`src/rtl/spi_poll_seq_pkg.sv`:
```
// Shared state encoding and SPI IP register map for the polling sequencer.
package gyro_parameters;

  typedef enum logic [2:0] {
    ST_IDLE,
    ST_WAIT,
    ST_WR_TX,
    ST_WR_GO,
    ST_RD_STAT,
    ST_RD_RX,
    ST_FAULT
  } state_t;

  localparam int unsigned SPI_TXDATA    = 'h0;
  localparam int unsigned SPI_CTRL      = 'h4;
  localparam int unsigned SPI_STATUS    = 'h8;
  localparam int unsigned SPI_RXDATA    = 'hC;
  localparam int unsigned STAT_DONE_BIT = 0;

  localparam logic [1:0] RESP_OKAY = 2'b00;

endpackage

```
`src/rtl/spi_poll_seq_axil.sv`:
```
// Single-transaction AXI-lite master: one read or write per request, at most one outstanding.
module axil_single_master #(
  parameter int unsigned AW = 4,
  parameter int unsigned DW = 32
) (
  input  logic          clk,
  input  logic          rstn,
  input  logic          i_req,
  input  logic          i_write,
  input  logic [AW-1:0] i_addr,
  input  logic [DW-1:0] i_wdata,
  output logic          o_done,
  output logic [1:0]    o_resp,
  output logic [DW-1:0] o_rdata,
  output logic [AW-1:0] m_axil_awaddr,
  output logic [2:0]    m_axil_awprot,
  output logic          m_axil_awvalid,
  input  logic          m_axil_awready,
  output logic [DW-1:0] m_axil_wdata,
  output logic [DW/8-1:0] m_axil_wstrb,
  output logic          m_axil_wvalid,
  input  logic          m_axil_wready,
  input  logic [1:0]    m_axil_bresp,
  input  logic          m_axil_bvalid,
  output logic          m_axil_bready,
  output logic [AW-1:0] m_axil_araddr,
  output logic [2:0]    m_axil_arprot,
  output logic          m_axil_arvalid,
  input  logic          m_axil_arready,
  input  logic [DW-1:0] m_axil_rdata,
  input  logic [1:0]    m_axil_rresp,
  input  logic          m_axil_rvalid,
  output logic          m_axil_rready
);

  logic          r_busy;
  logic          r_wr;
  logic          r_awvalid;
  logic          r_wvalid;
  logic          r_arvalid;
  logic [AW-1:0] r_addr;
  logic [DW-1:0] r_wdata;
  logic          w_bdone;
  logic          w_rdone;

  assign w_bdone = r_busy && r_wr && m_axil_bvalid;
  assign w_rdone = r_busy && !r_wr && m_axil_rvalid;

  // A new request is only accepted once the previous response has been taken.
  always_ff @(posedge clk) begin
    if (!rstn) begin
      r_busy    <= 1'b0;
      r_wr      <= 1'b0;
      r_awvalid <= 1'b0;
      r_wvalid  <= 1'b0;
      r_arvalid <= 1'b0;
      r_addr    <= '0;
      r_wdata   <= '0;
    end else if (!r_busy) begin
      if (i_req) begin
        r_busy    <= 1'b1;
        r_wr      <= i_write;
        r_addr    <= i_addr;
        r_wdata   <= i_wdata;
        r_awvalid <= i_write;
        r_wvalid  <= i_write;
        r_arvalid <= !i_write;
      end
    end else begin
      if (m_axil_awready) r_awvalid <= 1'b0;
      if (m_axil_wready)  r_wvalid  <= 1'b0;
      if (m_axil_arready) r_arvalid <= 1'b0;
      if (w_bdone || w_rdone) r_busy <= 1'b0;
    end
  end

  assign o_done         = w_bdone || w_rdone;
  assign o_resp         = r_wr ? m_axil_bresp : m_axil_rresp;
  assign o_rdata        = m_axil_rdata;

  assign m_axil_awaddr  = r_addr;
  assign m_axil_awprot  = 3'b000;
  assign m_axil_awvalid = r_awvalid;
  assign m_axil_wdata   = r_wdata;
  assign m_axil_wstrb   = '1;
  assign m_axil_wvalid  = r_wvalid;
  assign m_axil_bready  = r_busy && r_wr;
  assign m_axil_araddr  = r_addr;
  assign m_axil_arprot  = 3'b000;
  assign m_axil_arvalid = r_arvalid;
  assign m_axil_rready  = r_busy && !r_wr;

endmodule

```
`src/rtl/spi_poll_seq.sv`:
```
// Periodic SPI sampler: writes TX, kicks the transfer, polls STATUS, then reads RX.
module spi_poll_seq
  import gyro_parameters::*;
#(
  parameter int unsigned AW       = 4,
  parameter int unsigned DW       = 32,
  parameter int unsigned PERIOD_W = 24,
  parameter int unsigned TMO_CYC  = 1024
) (
  input  logic                clk,
  input  logic                rstn,
  input  logic                en,
  input  logic [PERIOD_W-1:0] period,
  input  logic [DW-1:0]       cmd,
  output logic [AW-1:0]       m_axil_awaddr,
  output logic [2:0]          m_axil_awprot,
  output logic                m_axil_awvalid,
  input  logic                m_axil_awready,
  output logic [DW-1:0]       m_axil_wdata,
  output logic [DW/8-1:0]     m_axil_wstrb,
  output logic                m_axil_wvalid,
  input  logic                m_axil_wready,
  input  logic [1:0]          m_axil_bresp,
  input  logic                m_axil_bvalid,
  output logic                m_axil_bready,
  output logic [AW-1:0]       m_axil_araddr,
  output logic [2:0]          m_axil_arprot,
  output logic                m_axil_arvalid,
  input  logic                m_axil_arready,
  input  logic [DW-1:0]       m_axil_rdata,
  input  logic [1:0]          m_axil_rresp,
  input  logic                m_axil_rvalid,
  output logic                m_axil_rready,
  output logic [DW-1:0]       sample,
  output logic                sample_vld,
  output logic                busy,
  output logic                err
);

  localparam int unsigned POLL_W = $clog2(TMO_CYC + 1);

  state_t              r_state;
  state_t              w_state_nxt;
  logic [PERIOD_W-1:0] r_cnt;
  logic [POLL_W-1:0]   r_polls;
  logic [DW-1:0]       r_cmd;
  logic [DW-1:0]       r_sample;
  logic                r_sample_vld;
  logic                r_err;

  logic                w_req;
  logic                w_write;
  logic [AW-1:0]       w_addr;
  logic [DW-1:0]       w_wdata;
  logic                w_done;
  logic [1:0]          w_resp;
  logic [DW-1:0]       w_rdata;
  logic                w_resp_ok;
  logic                w_poll_miss;
  logic                w_start_sample;
  logic                w_load_cnt;

  assign w_resp_ok = (w_resp == RESP_OKAY);

  axil_single_master #(
    .AW (AW),
    .DW (DW)
  ) u_axil (
    .clk            (clk),
    .rstn           (rstn),
    .i_req          (w_req),
    .i_write        (w_write),
    .i_addr         (w_addr),
    .i_wdata        (w_wdata),
    .o_done         (w_done),
    .o_resp         (w_resp),
    .o_rdata        (w_rdata),
    .m_axil_awaddr  (m_axil_awaddr),
    .m_axil_awprot  (m_axil_awprot),
    .m_axil_awvalid (m_axil_awvalid),
    .m_axil_awready (m_axil_awready),
    .m_axil_wdata   (m_axil_wdata),
    .m_axil_wstrb   (m_axil_wstrb),
    .m_axil_wvalid  (m_axil_wvalid),
    .m_axil_wready  (m_axil_wready),
    .m_axil_bresp   (m_axil_bresp),
    .m_axil_bvalid  (m_axil_bvalid),
    .m_axil_bready  (m_axil_bready),
    .m_axil_araddr  (m_axil_araddr),
    .m_axil_arprot  (m_axil_arprot),
    .m_axil_arvalid (m_axil_arvalid),
    .m_axil_arready (m_axil_arready),
    .m_axil_rdata   (m_axil_rdata),
    .m_axil_rresp   (m_axil_rresp),
    .m_axil_rvalid  (m_axil_rvalid),
    .m_axil_rready  (m_axil_rready)
  );

  // The master issues a transaction whenever a bus state is active and it is idle,
  // so staying in RD_STAT after a miss automatically reissues the poll.
  always_comb begin
    w_state_nxt = r_state;
    w_req       = 1'b0;
    w_write     = 1'b0;
    w_addr      = '0;
    w_wdata     = '0;
    w_poll_miss = 1'b0;
    unique case (r_state)
      ST_IDLE: begin
        if (en) w_state_nxt = ST_WR_TX;
      end
      ST_WAIT: begin
        if (r_cnt <= PERIOD_W'(1)) w_state_nxt = en ? ST_WR_TX : ST_IDLE;
      end
      ST_WR_TX: begin
        w_req   = 1'b1;
        w_write = 1'b1;
        w_addr  = AW'(SPI_TXDATA);
        w_wdata = r_cmd;
        if (w_done) w_state_nxt = w_resp_ok ? ST_WR_GO : ST_FAULT;
      end
      ST_WR_GO: begin
        w_req   = 1'b1;
        w_write = 1'b1;
        w_addr  = AW'(SPI_CTRL);
        w_wdata = DW'(1);
        if (w_done) w_state_nxt = w_resp_ok ? ST_RD_STAT : ST_FAULT;
      end
      ST_RD_STAT: begin
        w_req  = 1'b1;
        w_addr = AW'(SPI_STATUS);
        if (w_done) begin
          if (!w_resp_ok) begin
            w_state_nxt = ST_FAULT;
          end else if (w_rdata[STAT_DONE_BIT]) begin
            w_state_nxt = ST_RD_RX;
          end else begin
            w_poll_miss = 1'b1;
            if (r_polls == POLL_W'(TMO_CYC - 1)) w_state_nxt = ST_FAULT;
          end
        end
      end
      ST_RD_RX: begin
        w_req  = 1'b1;
        w_addr = AW'(SPI_RXDATA);
        if (w_done) begin
          if (!w_resp_ok) w_state_nxt = ST_FAULT;
          else            w_state_nxt = en ? ST_WAIT : ST_IDLE;
        end
      end
      ST_FAULT: begin
        if (!en) w_state_nxt = ST_IDLE;
      end
      default: w_state_nxt = ST_IDLE;
    endcase
  end

  assign w_start_sample = (w_state_nxt == ST_WR_TX) &&
                          ((r_state == ST_IDLE) || (r_state == ST_WAIT));
  assign w_load_cnt     = ((r_state == ST_IDLE) && en) ||
                          ((r_state == ST_RD_RX) && (w_state_nxt == ST_WAIT));

  always_ff @(posedge clk) begin
    if (!rstn) begin
      r_state      <= ST_IDLE;
      r_cnt        <= '0;
      r_polls      <= '0;
      r_cmd        <= '0;
      r_sample     <= '0;
      r_sample_vld <= 1'b0;
      r_err        <= 1'b0;
    end else begin
      r_state      <= w_state_nxt;
      r_sample_vld <= 1'b0;
      if (w_start_sample) r_cmd <= cmd;
      if (w_load_cnt) begin
        r_cnt <= period;
      end else if ((r_state == ST_WAIT) && (r_cnt != '0)) begin
        r_cnt <= r_cnt - 1'b1;
      end
      if (r_state == ST_WR_GO) begin
        r_polls <= '0;
      end else if (w_poll_miss) begin
        r_polls <= r_polls + 1'b1;
      end
      if ((r_state == ST_RD_RX) && w_done && w_resp_ok) begin
        r_sample     <= w_rdata;
        r_sample_vld <= 1'b1;
      end
      // A fault arriving while en is low must still be flagged.
      if ((w_state_nxt == ST_FAULT) && (r_state != ST_FAULT)) begin
        r_err <= 1'b1;
      end else if (!en) begin
        r_err <= 1'b0;
      end
    end
  end

  assign sample     = r_sample;
  assign sample_vld = r_sample_vld;
  assign busy       = (r_state != ST_IDLE) && (r_state != ST_WAIT);
  assign err        = r_err;

endmodule

```
`config.mk`:
```
export PLATFORM = sky130hd
export DESIGN_NAME = spi_poll_seq
export DESIGN_NICKNAME = d
export VERILOG_FILES = /design/src/rtl/spi_poll_seq_pkg.sv /design/src/rtl/spi_poll_seq_axil.sv /design/src/rtl/spi_poll_seq.sv
export SDC_FILE = /design/constraint.sdc
export NUM_CORES = 1
export LEC_CHECK = 0
export ABC_CLOCK_PERIOD_IN_PS = 3020
export BUFFER_PORTS_ARGS = -buffer_cell sky130_fd_sc_hd__clkbuf_2
export CAP_MARGIN = 15
export CORE_MARGIN = 1
export CORE_UTILIZATION = 50
export CTS_BUF_LIST = sky130_fd_sc_hd__clkbuf_16
export DETAILED_ROUTE_END_ITERATION = 6
export MAX_ROUTING_LAYER = met4
export PLACE_DENSITY = 0.81
export SLEW_MARGIN = 20
export SYNTH_ARGS = -nofsm -noshare
export SYNTH_HDL_FRONTEND = slang
export SYNTH_HIERARCHICAL = 1
export SYNTH_SLANG_ARGS = --single-unit
export TNS_END_PERCENT = 5
```
`constraint.sdc`:
```
create_clock -name clk -period 3.02 [get_ports clk]
set_input_delay 0.151 -clock clk [delete_from_list [all_inputs] [get_ports clk]]
set_output_delay 0.151 -clock clk [all_outputs]
set_load 0.05 [all_outputs]
```
**Word-level counts from Yosys, hierarchy flattened**

Cells that the tools add are included.
W data, S select, Z words.

- Register bits after elaboration: 145
- Input bits: 100
- Output and inout port bits: 90
- Logic and storage cells: 106

- Add/sub/neg operators: 2
- Order comparisons: 1
- Equality and inequality tests: 16
- Mux-type cells: 41
- Bitwise gates (word level): 2
- Reductions and logical operators: 30

Operator list:

| kind | number |
|---|---|
| $pmux W32 S2 | 1 |
| $mux W24 | 2 |
| $mux W3 | 12 |
| $le A24 B1 Y1 const B | 1 |
| $reduce_bool A24 Y1 | 1 |
| $sub A24 B1 Y24 const B | 1 |
| $mux W1 | 21 |
| $pmux W3 S7 | 1 |
| $eq A3 B3 Y1 const B | 4 |
| $logic_and A1 B1 Y1 | 12 |
| $pmux W4 S3 | 1 |
| $add A11 B1 Y11 const B | 1 |
| $eq A11 B10 Y1 const B | 1 |
| $eq A3 B2 Y1 const B | 3 |
| $reduce_and A2 Y1 | 4 |
| $eq A3 B1 Y1 const B | 2 |
| $mux W2 | 3 |
| $ne A2 B2 Y1 const B | 3 |
| $reduce_bool A2 Y1 | 2 |
| $reduce_or A2 Y1 | 2 |
| $reduce_or A4 Y1 | 1 |
| $logic_not A3 Y1 | 1 |
| $logic_or A1 B1 Y1 | 3 |
| $ne A3 B1 Y1 const B | 1 |
| 6 further kinds | 8 |

**Depth between registers and ports, before layout**

Gate-level depths: netlist of the first run.

- Depth after elaboration: 10
- Depth in mapped cells: 9
- Mapped depth without buffers: 7

**Hierarchy**

The synthesis of the first run kept the hierarchy.

By module, submodules not included:

| module | times used | cells each | area each (um^2) | sequential area each (um^2) |
|---|---|---|---|---|
| spi_poll_seq | 1 | 615 | 4,991.0 | 2,082.0 |
| axil_single_master | 1 | 233 | 1,963.1 | 820.8 |

**Worst setup path after synthesis of the first run**

OpenSTA, ideal clock, no wires.

- Path type: reg2reg
- Start point: register u_axil.r_wr
- End point: register r_cmd[10]
- Library setup time: 0.121 ns
- Data arrival time: 2.250 ns
- Data required time: 2.899 ns
- Path slack: 0.649 ns
- Cell stages (with the launch flop): 7
- Buffers on the path: 1
- Clock period less this slack: 2.371 ns
- Cell sequence: dfxtp_1 > mux2_2 > or3b_2 > o311ai_0 > a22oi_2 > buf_4 > mux2i_1

- Elaborated cells between the ends (all ways): 19
- Classes of those cells: eq/ne: 1; mux: 10; reduce/logical: 8

RTL lines:

| what | RTL line | RTL |
|---|---|---|
| start, declared | spi_poll_seq_axil.sv:37 | `logic r_wr;` |
| start signal, assigned | spi_poll_seq_axil.sv:62 | `r_wr <= i_write;` |
| $mux W2 * | spi_poll_seq_axil.sv:78 | `assign o_resp = r_wr ? m_axil_bresp : m_axil_rresp;` |
| named net w_resp[1] | spi_poll_seq.sv:56 | `logic [1:0] w_resp;` |
| $logic_not A2 Y1 * | spi_poll_seq.sv:63 | `assign w_resp_ok = (w_resp == RESP_OKAY);` |
| $mux W3 (tied with other cells) | spi_poll_seq.sv:147 | `if (!w_resp_ok) w_state_nxt = ST_FAULT;` |
| $mux W3, on equally long branches | -- |  |
| $pmux W3 S7 * | spi_poll_seq.sv:108 | `unique case (r_state)` |
| $eq A3 B2 Y1 * | spi_poll_seq.sv:158 | `assign w_start_sample = (w_state_nxt == ST_WR_TX) &&` |
| $logic_and A1 B1 Y1 * | spi_poll_seq.sv:158 |  |
| end signal, assigned | spi_poll_seq.sv:175 | `if (w_start_sample) r_cmd <= cmd;` |
| end, declared | spi_poll_seq.sv:46 | `logic [DW-1:0] r_cmd;` |

Mark *: on every way through the listed nets, which the timed path passes. The rest lies on a longest branch.
A chain may end at the register's enable or synchronous reset.

**Worst setup path after layout of the first run**

- Start point: register u_axil.r_wr
- End point: register r_cmd[11]

- Longest elaborated chain between the ends: 8
- Elaborated cells between the ends (all ways): 19
- Classes of those cells: eq/ne: 1; mux: 10; reduce/logical: 8

Ends and longest elaborated chain:

| what | RTL line | RTL |
|---|---|---|
| $logic_not A1 Y1 | spi_poll_seq_axil.sv:47 | `assign w_rdone = r_busy && !r_wr && m_axil_rvalid;` |
| $logic_and A1 B1 Y1 (2 in series) | spi_poll_seq_axil.sv:47 |  |
| $logic_or A1 B1 Y1 * | spi_poll_seq_axil.sv:77 | `assign o_done = w_bdone \|\| w_rdone;` |
| named net w_done | spi_poll_seq.sv:55 | `logic w_done;` |
| $mux W3, on equally long branches | -- |  |
| $pmux W3 S7 * | spi_poll_seq.sv:108 |  |
| $eq A3 B2 Y1 * | spi_poll_seq.sv:158 |  |
| $logic_and A1 B1 Y1 * | spi_poll_seq.sv:158 |  |

Marked as above.

==> results of run 1 <==
## synth_stat cells (10+ instances only)
master / n / area share (%)
sky130_fd_sc_hd__dfxtp_1: 145 / 42
sky130_fd_sc_hd__or3_1: 12 / 1.1
sky130_fd_sc_hd__mux2i_1: 38 / 5.5
sky130_fd_sc_hd__nand2_1: 233 / 13
sky130_fd_sc_hd__a21boi_0: 26 / 2.8
sky130_fd_sc_hd__buf_4: 52 / 5.6
sky130_fd_sc_hd__nand3_1: 22 / 1.6
sky130_fd_sc_hd__nor2_1: 24 / 1.3
sky130_fd_sc_hd__o21ai_0: 10 / 0.72
sky130_fd_sc_hd__and2_1: 39 / 3.5
sky130_fd_sc_hd__a21boi_1: 11 / 1.2
sky130_fd_sc_hd__clkbuf_1: 36 / 1.9
sky130_fd_sc_hd__a21oi_1: 47 / 3.4
sky130_fd_sc_hd__a31oi_1: 14 / 1.3
## how the worst max path moves through the flow
stage / start / end / slack, ps / cells after the start
2_1_floorplan: u_axil/r_wr$_SDFFE_PN0P_ / r_cmd[10]$_SDFFE_PN0P_ / 650 / 6
3_3_place_gp: u_axil/r_busy$_SDFF_PN0_ / r_cmd[25]$_SDFFE_PN0P_ / 390 / 6
3_5_place_dp: u_axil/r_wr$_SDFFE_PN0P_ / r_cmd[10]$_SDFFE_PN0P_ / 340 / 7
4_1_cts: u_axil/r_wr$_SDFFE_PN0P_ / r_cmd[11]$_SDFFE_PN0P_ / 310 / 7
5_1_grt: u_axil/r_wr$_SDFFE_PN0P_ / r_cmd[21]$_SDFFE_PN0P_ / 80 / 7
6_report: u_axil/r_wr$_SDFFE_PN0P_ / r_cmd[11]$_SDFFE_PN0P_ / 320 / 7
## sequential cells by signal (all words and copies together) (netlist names)
register and count:
u_axil/m_axil_wdata 32, sample_vld 1, u_axil/m_axil_wvalid 1, u_axil/r_busy 1
u_axil/r_wr 1, r_state 3, sample 32, u_axil/m_axil_arvalid 1
u_axil/m_axil_awvalid 1, err 1, r_polls 11, u_axil/m_axil_araddr 4
r_cnt 24, r_cmd 32
## layer usage
layer / track usage, % / vias to the layer above
met4: 14.1 / 0
li1: - / 3232
met5: - / -
met2: 43.2 / 224
met1: 30.6 / 3038
met3: 4.90 / 51
## cell type report
cell class | instances | share of cell area (%)
multi-input cells | 607 | 38.5
flip-flops and latches | 145 | 32.3
repair buffers | 265 | 19.4
clock buffers | 17 | 4.74
well taps | 176 | 2.45
clock inverters | 15 | 2.27
inverters | 6 | 0.251
## power breakdown
group	switching (W)	internal [W]
logic	0.000461	0.000300
clock network	0.000850	0.00139
registers	0.0000648	0.00199
total	0.00138	0.00368
## metrics by stage
stage / setup WS [ps] / hold slack [ps] / cell area (µm²) / util (%) / power [W]
after floorplan: 649 / 293 / 6990 / - / 0.00263
after global placement: 394 / 374 / 7600 / 56.7 / 0.00276
after detailed placement: 335 / 380 / 7600 / 56.7 / 0.00277
after CTS: 313 / 1.26 / 8980 / 67.0 / 0.00508
after global routing: 82.6 / 13.2 / 8980 / 67.0 / 0.00524
final: 323 / 15.6 / 8980 / 67.0 / 0.00506
## cell families after synthesis
logic type	after synthesis	synth area share (%)
flip-flops	145	41.7
buffers and inverters	105	9.03
adder cells (fa/ha/maj)	4	0.720
XOR/XNOR	11	1.39
other	3	0.162
AO/OA/AOI/OAI	150	14.8
multiplexers	40	5.79
AND/OR/NAND/NOR	390	26.4
## placed cells by master, fill, tap and decap left out, types with 5 or more instances in the layout
master,instances
sky130_fd_sc_hd__nand2_1,233
sky130_fd_sc_hd__clkbuf_2,178
sky130_fd_sc_hd__dfxtp_1,145
sky130_fd_sc_hd__dlygate4sd3_1,75
sky130_fd_sc_hd__a21oi_1,47
sky130_fd_sc_hd__and2_1,39
sky130_fd_sc_hd__mux2i_1,38
sky130_fd_sc_hd__a21boi_0,26
sky130_fd_sc_hd__nor2_1,23
sky130_fd_sc_hd__nand3_1,22
sky130_fd_sc_hd__clkbuf_16,17
sky130_fd_sc_hd__a31oi_1,14
sky130_fd_sc_hd__or3_1,12
sky130_fd_sc_hd__conb_1,12
sky130_fd_sc_hd__buf_4,11
sky130_fd_sc_hd__a21boi_1,11
sky130_fd_sc_hd__o21ai_0,10
sky130_fd_sc_hd__o311ai_0,8
sky130_fd_sc_hd__nor3_1,8
sky130_fd_sc_hd__nand4_1,7
sky130_fd_sc_hd__or4_1,7
sky130_fd_sc_hd__inv_1,6
sky130_fd_sc_hd__nor2b_1,6
sky130_fd_sc_hd__xnor2_1,6
sky130_fd_sc_hd__xor2_1,5
sky130_fd_sc_hd__nor4_1,5
sky130_fd_sc_hd__inv_6,5
## worst register-to-register path, stage by stage, from the launching register on
cell and delay (ps):
sky130_fd_sc_hd__dfxtp_1 430, sky130_fd_sc_hd__mux2i_1 130, sky130_fd_sc_hd__nor2b_1 330, sky130_fd_sc_hd__or3b_2 490, sky130_fd_sc_hd__o311ai_0 510, sky130_fd_sc_hd__a22oi_2 150
sky130_fd_sc_hd__buf_4 310, sky130_fd_sc_hd__mux2i_1 200
==> results.cfg, run 1 <==
[cells_and_area]
multi_input_comb_area_um2 = 3460
insertedDiodeCount = 0
area_growth_pct = 29.1
area.sequential_um2 = 2900
fillCellCount = 1048
finish.net_count = 1146
layoutNonFillerInstCount = 1231
fraction_of_layout_instances_using_a_drive_strength_above_1_pct = 22.7

[critical_path]
critical-path-slowest-cell = sky130_fd_sc_hd__o311ai_0
critPathRequiredTime_ps = 3300
timing.reg2reg.setup_slack_ps = 320
regToRegStartpoint = u_axil/r_wr$_SDFFE_PN0P_
crit_chain = mux2i_1, nor2b_1, or3b_2, o311ai_0, a22oi_2, buf_4, mux2i_1
critical-path-top-delay-family = simple AND/OR/NAND/NOR gates
worst-endpoint-arrival_ps = 2980
worst-path-buf-inv = 1
reg2reg_path_depth = 7
worst_path_class_setup = reg -> reg
delay_of_the_slowest_cell_on_the_worst_path_ps = 510
crit_path_end_kind = flip-flop
reg2reg_to = r_cmd[11]$_SDFFE_PN0P_
critPathLaunchType = flip-flop
critPathMostFrequentCell = sky130_fd_sc_hd__mux2i_1
critPathMaxFanout = 32

[power]
vdd_drop_max_mv = 0.433
total_leakage_power_nw = 3.68
power_density_nw_per_um2 = 564

[clocking]
cts_tree = built
cts_buffers = 17
htree_num_levels = 4
clk_latency_ps = 420
clk_path_buf_depth = 2
cts-hold-fix-buffers = 75
clock-sinks = 145
root_buffer = sky130_fd_sc_hd__clkbuf_16
postCtsSetupRepairBufs = 0
clkTransAtPathRegs_ps = 60
cts_resized = 0

[global_routing]
grt_util_all_layers_pct = 26.4
largest_net_degree_at_the_start_of_global_routing = 94
first_pass_grt_wire_length_um = 29400
antenna_found_initial = 0
first_global_vias = 6144
grt.overflow.total = 0

[drt]
post_drt_wl_per_cell_um = 14.8
top_layer = met4
route.detailed.drc = 0
dr.pass1.iters = 4
met2WireLength_um = 8890
vias_per_cell = 5.32
antenna_violating_nets_post_route = 0
vias = 6545
detailroute.wirelength.met3_um = 823
total_routed_wire_length_on_the_met1_layer_um = 7770
wl_um = 18200
drt_first_iter_violations = 438

[timing]
max_clock_freq_ghz = 0.371
grt_setup_unrepaired = no
finalCriticalPeriod_ps = 2700
worstMarginPinSlew_ps = 791
final.period_utilization_pct = 89.3
headroom_to_the_max_slew_limit_pct = 47.3
clock-skew-final_ps = 11.2
timing.final.hold_violations = 0
maxSlewViolCount = 0
tns_ps = 0
final-setup-viol-count = 0

[placed_design]
placedCellCount = 1124
global_placement_routability_congestion = 0.945
detailed_place_hpwl_um = 11200
io_buffers = 179

[logic_synthesis]
ys_seq_elements = 145
post_synth_inst_count = 848
synth_async_sr_flop_share_pct = 0
syn-mean-instance-area_um2 = 8.20
synth_enable_flop_cells = 0
yosys_most_used_dff = sky130_fd_sc_hd__dfxtp_1
ys_seq_area_share_pct = 41.7
yosys_warnings = 6
synth.distinct_cells = 64
synth.cell_area_um2 = 6950

[run]
drv_cap = 0

[hold_path]
hold_path_end = r_cmd[23]$_SDFFE_PN0P_
min_path_cells = 3
hold_path_startpoint = cmd[23]
worstHoldPathType = in -> reg

[floorplanning]
fp.dieArea_um2 = 14400
die_height_um = 120
placeableCoreArea_um2 = 13400
number_of_top_level_pins = 190
die_width_um = 120
row_count = 42
floorplan.initialDensity_pct = 51.9

[status]
status = finished, final reports clean
(Power assumes the default switching activity.)
==> inputs of run 2 (changes only) <==
--- a/config.mk
+++ b/config.mk
@@ -13,10 +13,9 @@
 export CTS_BUF_LIST = sky130_fd_sc_hd__clkbuf_16
 export DETAILED_ROUTE_END_ITERATION = 6
 export MAX_ROUTING_LAYER = met4
-export PLACE_DENSITY = 0.81
+export PLACE_DENSITY = 0.82
 export SLEW_MARGIN = 20
 export SYNTH_ARGS = -nofsm -noshare
 export SYNTH_HDL_FRONTEND = slang
-export SYNTH_HIERARCHICAL = 1
 export SYNTH_SLANG_ARGS = --single-unit
 export TNS_END_PERCENT = 5
==> run 2 against run 1 <==
Compared with the run above:
- total power shrank 3.5%
- die area fell by 9.6%
- first-iteration DRC count grew 31%
- largest power group unchanged
- worst setup slack gained 150 ps
- worst hold slack lost 12 ps
- largest cell class unchanged
- area after synthesis is 9.7% lower
- fmax rose by 5.8%
- synthesized cell count down 9.9%
==> results.cfg, run 2 <==
[logic_synthesis]
synth.top_cells.by_count = sky130_fd_sc_hd__nand2_1 (187), sky130_fd_sc_hd__dfxtp_1 (143), sky130_fd_sc_hd__a21oi_1 (98), sky130_fd_sc_hd__nand3_1 (42), sky130_fd_sc_hd__nor2_1 (35)
yosys_most_used_dff = sky130_fd_sc_hd__dfxtp_1
yosys.cell_count.top_type = sky130_fd_sc_hd__nand2_1
synth.distinct_cells = 56
synth_enable_flop_cells = 0
synthTopCellsByArea = sky130_fd_sc_hd__dfxtp_1 (46%), sky130_fd_sc_hd__nand2_1 (11%), sky130_fd_sc_hd__a21oi_1 (7.8%), sky130_fd_sc_hd__mux2i_1 (5.3%), sky130_fd_sc_hd__nand3_1 (3.3%)
synth.cell_area_um2 = 6280
synth_top_area_share_pct = 45.6
library_cell_occupying_the_most_area_in_the_post_synthesis_netlist = sky130_fd_sc_hd__dfxtp_1
post_synth_inst_count = 764
ys_seq_elements = 143
synth_async_sr_flop_share_pct = 0
yosys_warnings = 0
ys_seq_area_share_pct = 45.6
syn-mean-instance-area_um2 = 8.22

[power]
share_comb_of_total_power_pct = 14.1
switching_power_w = 0.00127
internal-power_w = 0.00362
switching_share_pct = 25.9
power.sequential.fraction_pct = 42.1
p_clk_share_pct = 43.8
total_leakage_power_nw = 3.50
vdd_drop_max_mv = 0.459
power_density_nw_per_um2 = 581

[critical_path]
crit_path_end_kind = flip-flop
worst-endpoint-arrival_ps = 2890
worst_path_class_setup = reg -> reg
critPathMaxFanout = 32
critPathLaunchType = flip-flop
critPathRequiredTime_ps = 3360

[drt]
drt_first_iter_violations = 574
vias_per_cell = 5.26
wl_um = 17400
antenna_violating_nets_post_route = 0
post_drt_wl_per_cell_um = 15.0
vias = 6123
route.detailed.drc = 0
dr.pass1.iters = 5

[clocking]
cts_tree = built
clock-sinks = 143
clk_path_buf_depth = 2
postCtsSetupRepairBufs = 0
cts_resized = 0
root_buffer = sky130_fd_sc_hd__clkbuf_16
clkTransAtPathRegs_ps = 60
cts-hold-fix-buffers = 67
cts_buffers = 17
htree_num_levels = 4
clk_latency_ps = 420

[floorplanning]
placeableCoreArea_um2 = 12100
row_count = 40
fp.dieArea_um2 = 13000
die_width_um = 114
number_of_top_level_pins = 190
floorplan.initialDensity_pct = 51.8
die_height_um = 114

[timing]
headroom_to_the_max_slew_limit_pct = 51.4
fin_hold_ws_ps = 3.29
final.period_utilization_pct = 84.4
tns_ps = 0
max_clock_freq_ghz = 0.392
clock-skew-final_ps = 12.9
grt_setup_unrepaired = no
finalCriticalPeriod_ps = 2550
maxSlewViolCount = 0
final-setup-viol-count = 0
timing.final.hold_violations = 0
worstMarginPinSlew_ps = 729

[global_routing]
largest_net_degree_at_the_start_of_global_routing = 74
antenna_found_initial = 0
grt.overflow.total = 0
first_pass_grt_wire_length_um = 27800
grt_util_all_layers_pct = 27.8
first_global_vias = 5800

[placed_design]
io_buffers = 175
placedCellCount = 1065
global_placement_routability_congestion = 0.869
detailed_place_hpwl_um = 10600

[hold_path]
worstHoldPathType = in -> reg

[cells_and_area]
insertedDiodeCount = 0
area_growth_pct = 33.8
layoutNonFillerInstCount = 1164
most_common_cell_after_layout_fill_and_taps_aside = sky130_fd_sc_hd__nand2_1
fraction_of_layout_instances_using_a_drive_strength_above_1_pct = 23.4
finish.net_count = 1087
final_util_pct = 69.4
mostFrequentLayoutCells = sky130_fd_sc_hd__nand2_1 (187), sky130_fd_sc_hd__clkbuf_2 (175), sky130_fd_sc_hd__dfxtp_1 (143)

[run]
drv_cap = 0

[status]
status = finished, final reports clean
run 2: changes by cell type after synthesis, moves of 11 or more:
cell,delta
sky130_fd_sc_hd__a21oi_1,+51
sky130_fd_sc_hd__nand2_1,-46
sky130_fd_sc_hd__buf_4,-36
sky130_fd_sc_hd__and2_1,-34
sky130_fd_sc_hd__a21boi_0,-26
sky130_fd_sc_hd__nand3_1,+20
sky130_fd_sc_hd__xor2_1,+17
sky130_fd_sc_hd__o21ai_0,+16
sky130_fd_sc_hd__a21boi_1,-11
sky130_fd_sc_hd__nor2_1,+11
run 2: cell families (layout without fill, tap and decap cells):
| family | count (synthesis) | in the layout | share of synthesized area, % |
|---|---|---|---|
| DFF | 143 | 143 | 45.6 |
| adders and majority gates | 4 | 4 | 0.797 |
| other | 2 | 14 | 0.120 |
| and+or+nand+nor | 324 | 324 | 23.0 |
| xor gates and xnor gates | 28 | 28 | 3.91 |
| AOI/OAI and AO/OA | 152 | 152 | 13.8 |
| muxes | 34 | 34 | 5.44 |
| buffers and inverters | 77 | 297 | 7.33 |
run 2: final timing paths:
check                                       start                                   end  slack (ps)  cells after the start
max                        r_cnt[15]$_SDFFE_PN0P_                 r_cmd[6]$_SDFFE_PN0P_         470                      7
min                                    period[14]                r_cnt[14]$_SDFFE_PN0P_           3                      3
max reg2reg                r_cnt[15]$_SDFFE_PN0P_                 r_cmd[6]$_SDFFE_PN0P_         470                      7
min reg2reg  u_axil.m_axil_wdata[22]$_SDFFE_PN0P_  u_axil.m_axil_wdata[22]$_SDFFE_PN0P_         450                      2
run 2: critical path, cell delays in order (launching register included):
cell	delay, ps
sky130_fd_sc_hd__dfxtp_1	340
sky130_fd_sc_hd__or4_1	670
sky130_fd_sc_hd__nor2_4	160
sky130_fd_sc_hd__nand4_2	130
sky130_fd_sc_hd__o32a_4	360
sky130_fd_sc_hd__a211oi_4	280
sky130_fd_sc_hd__buf_12	280
sky130_fd_sc_hd__mux2i_1	240
run 2: power groups by stage:
stage | Combinational (W) | Sequential, W | Clock, W
2_1_floorplan | 0.000441 | 0.00210 | 0
3_3_place_gp | 0.000598 | 0.00208 | 0
3_5_place_dp | 0.000608 | 0.00209 | 0
4_1_cts | 0.000681 | 0.00205 | 0.00217
5_1_grt | 0.000747 | 0.00206 | 0.00225
6_report | 0.000690 | 0.00205 | 0.00214
run 2: cell type report:
type	instances	area [µm²]
clock buffer	17	425
fill	953	3710
tap	168	210
clock inverter	15	180
timing repair buffer	255	1670
inverter	10	37.5
sequential	143	2860
multi-input combinational	556	3020
run 2: metrics by stage:
| step | area [µm²] | total power [W] | setup slack, ps |
|---|---|---|---|
| CTS | 8400 | 0.00490 | 467 |
| global placement | 7130 | 0.00268 | 596 |
| finish | 8400 | 0.00488 | 471 |
| global route | 8400 | 0.00506 | 369 |
| floorplan | 6320 | 0.00254 | 639 |
| detailed placement | 7130 | 0.00270 | 507 |
run 2: routing by layer:
layer	wire (µm)	share of wire, %	track usage (%)
met4	596	3.4	14.1
met5	0	0	-
met1	7270	42	32.1
met2	8450	49	45.4
met3	1100	6.3	6.46
==> inputs of run 3 (changes only) <==
--- a/config.mk
+++ b/config.mk
@@ -5,7 +5,7 @@
 export SDC_FILE = /design/constraint.sdc
 export NUM_CORES = 1
 export LEC_CHECK = 0
-export ABC_CLOCK_PERIOD_IN_PS = 3020
+export ABC_CLOCK_PERIOD_IN_PS = 2600
 export BUFFER_PORTS_ARGS = -buffer_cell sky130_fd_sc_hd__clkbuf_2
 export CAP_MARGIN = 15
 export CORE_MARGIN = 1
==> constraint.sdc (replaced) <==
create_clock -name clk -period 2.6 [get_ports clk]
set_input_delay 0.13 -clock clk [delete_from_list [all_inputs] [get_ports clk]]
set_output_delay 0.13 -clock clk [all_outputs]
set_load 0.05 [all_outputs]
==> run 3 against run 2 <==
Compared with the run above:
- clock-buffer cell count unchanged
- global-route usage down 0.85 points
- utilization up 1.9 points
- critical path depth up 1
- non-clock buffer count up 19
- total power up 19%
- worst setup slack worse by 360 ps
- clock skew down 4.3 ps
- worst hold slack better by 6.9 ps
- sequential power up 16%
- largest power group unchanged
- die area unchanged
- largest cell class unchanged
==> results.cfg, run 3 (synthesis gave the netlist of run 2 again) <==
[critical_path]
critPathMaxFanout = 16
worst-endpoint-arrival_ps = 2810
crit_path_end_kind = flip-flop
critPathLaunchType = flip-flop
worst_path_class_setup = reg -> reg
critPathRequiredTime_ps = 2930

[clocking]
root_buffer = sky130_fd_sc_hd__clkbuf_16
clock-sinks = 143
clkTransAtPathRegs_ps = 60
cts_tree = built
cts_buffers = 17
clk_path_buf_depth = 2
clk_latency_ps = 410
htree_num_levels = 4

[status]
status = finished, final reports clean

[timing]
final-setup-viol-count = 0
worstMarginPinSlew_ps = 763
tns_ps = 0
max_clock_freq_ghz = 0.402
fin_hold_ws_ps = 10.1
final.period_utilization_pct = 95.6
maxSlewViolCount = 0
headroom_to_the_max_slew_limit_pct = 48.8
timing.final.hold_violations = 0
clock-skew-final_ps = 8.57
finalCriticalPeriod_ps = 2480

[drt]
vias = 6126
drt_first_iter_violations = 429
wl_um = 17200
post_drt_wl_per_cell_um = 14.5
route.detailed.drc = 0
dr.pass1.iters = 5
vias_per_cell = 5.18
antenna_violating_nets_post_route = 0

[floorplanning]
row_count = 40
floorplan.initialDensity_pct = 51.8
fp.dieArea_um2 = 13000
number_of_top_level_pins = 190
die_height_um = 114
die_width_um = 114
placeableCoreArea_um2 = 12100

[run]
drv_cap = 0

[cells_and_area]
fraction_of_layout_instances_using_a_drive_strength_above_1_pct = 23.8
mostFrequentLayoutCells = sky130_fd_sc_hd__nand2_1 (187), sky130_fd_sc_hd__clkbuf_2 (175), sky130_fd_sc_hd__dfxtp_1 (143)
insertedDiodeCount = 0
finish.net_count = 1106
area_growth_pct = 37.5
most_common_cell_after_layout_fill_and_taps_aside = sky130_fd_sc_hd__nand2_1
final_util_pct = 71.3

[power]
vdd_drop_max_mv = 0.437
p_total_w = 0.00580
total_leakage_power_nw = 3.61
power_density_nw_per_um2 = 672

[global_routing]
first_pass_grt_wire_length_um = 27100
grt.overflow.total = 0
largest_net_degree_at_the_start_of_global_routing = 76
first_global_vias = 5805
antenna_found_initial = 0
grt_util_all_layers_pct = 27.0

[placed_design]
detailed_place_hpwl_um = 10300
global_placement_routability_congestion = 0.864
io_buffers = 175

[hold_path]
worstHoldPathType = in -> reg
==> run 3: timing repair <==
item                                   CTS  global route
buffers inserted                         0             2
hold buffers                            79             0
resized for setup                        0             1
endpoints found under the hold margin   79             0
setup endpoints to repair                0             5
==> run 3: power breakdown <==
| part | switching, W | internal [W] | total, W | leakage, nW |
|---|---|---|---|---|
| Clock | 0.000887 | 0.00168 | 0.00257 | 0.312 |
| Sequential | 0.0000779 | 0.00230 | 0.00237 | 1.16 |
| Combinational | 0.000497 | 0.000362 | 0.000859 | 2.13 |
| Total | 0.00146 | 0.00434 | 0.00580 | 3.61 |
==> run 3: final cells by class <==
type,count,area [µm²]
repair buffers,274,1870
flip-flops and latches,143,2860
clock buffers,17,425
fillers,915,3480
clock inverters,15,203
well taps,168,210
inverters,10,37.5
multi-input cells,556,3020
==> run 3: worst paths after layout <==
kind,start,to,slack [ps],cells past startpoint
hold reg to reg,u_axil.m_axil_wdata[1]$_SDFFE_PN0P_,u_axil.m_axil_wdata[1]$_SDFFE_PN0P_,450,2
hold / removal,period[12],r_cnt[12]$_SDFFE_PN0P_,10,3
setup reg to reg,r_cnt[15]$_SDFFE_PN0P_,r_cmd[17]$_SDFFE_PN0P_,120,8
setup / recovery,r_cnt[15]$_SDFFE_PN0P_,r_cmd[17]$_SDFFE_PN0P_,120,8
==> run 3: metrics by stage <==
step	setup slack [ps]	std cells	area, µm²
2_1_floorplan	219	776	6320
3_3_place_gp	198	1069	7170
3_5_place_dp	107	1069	7170
4_1_cts	96.7	1180	8590
5_1_grt	-8.82	1183	8630
6_report	115	1183	8630
==> run 3: layer usage <==
metal	global-route usage, %	wire length [µm]
met3	6.25	1040
met4	11.5	429
met5	-	0
met2	45.7	8580
met1	30.6	7150
==> run 3: critical path, stage by stage, from the launching register on <==
cell,delay (ps)
sky130_fd_sc_hd__dfxtp_1,340
sky130_fd_sc_hd__or4_1,630
sky130_fd_sc_hd__nor2_4,140
sky130_fd_sc_hd__nand4_2,130
sky130_fd_sc_hd__a211o_2,360
sky130_fd_sc_hd__a211oi_4,230
sky130_fd_sc_hd__buf_4,150
sky130_fd_sc_hd__buf_12,160
sky130_fd_sc_hd__mux2i_1,240
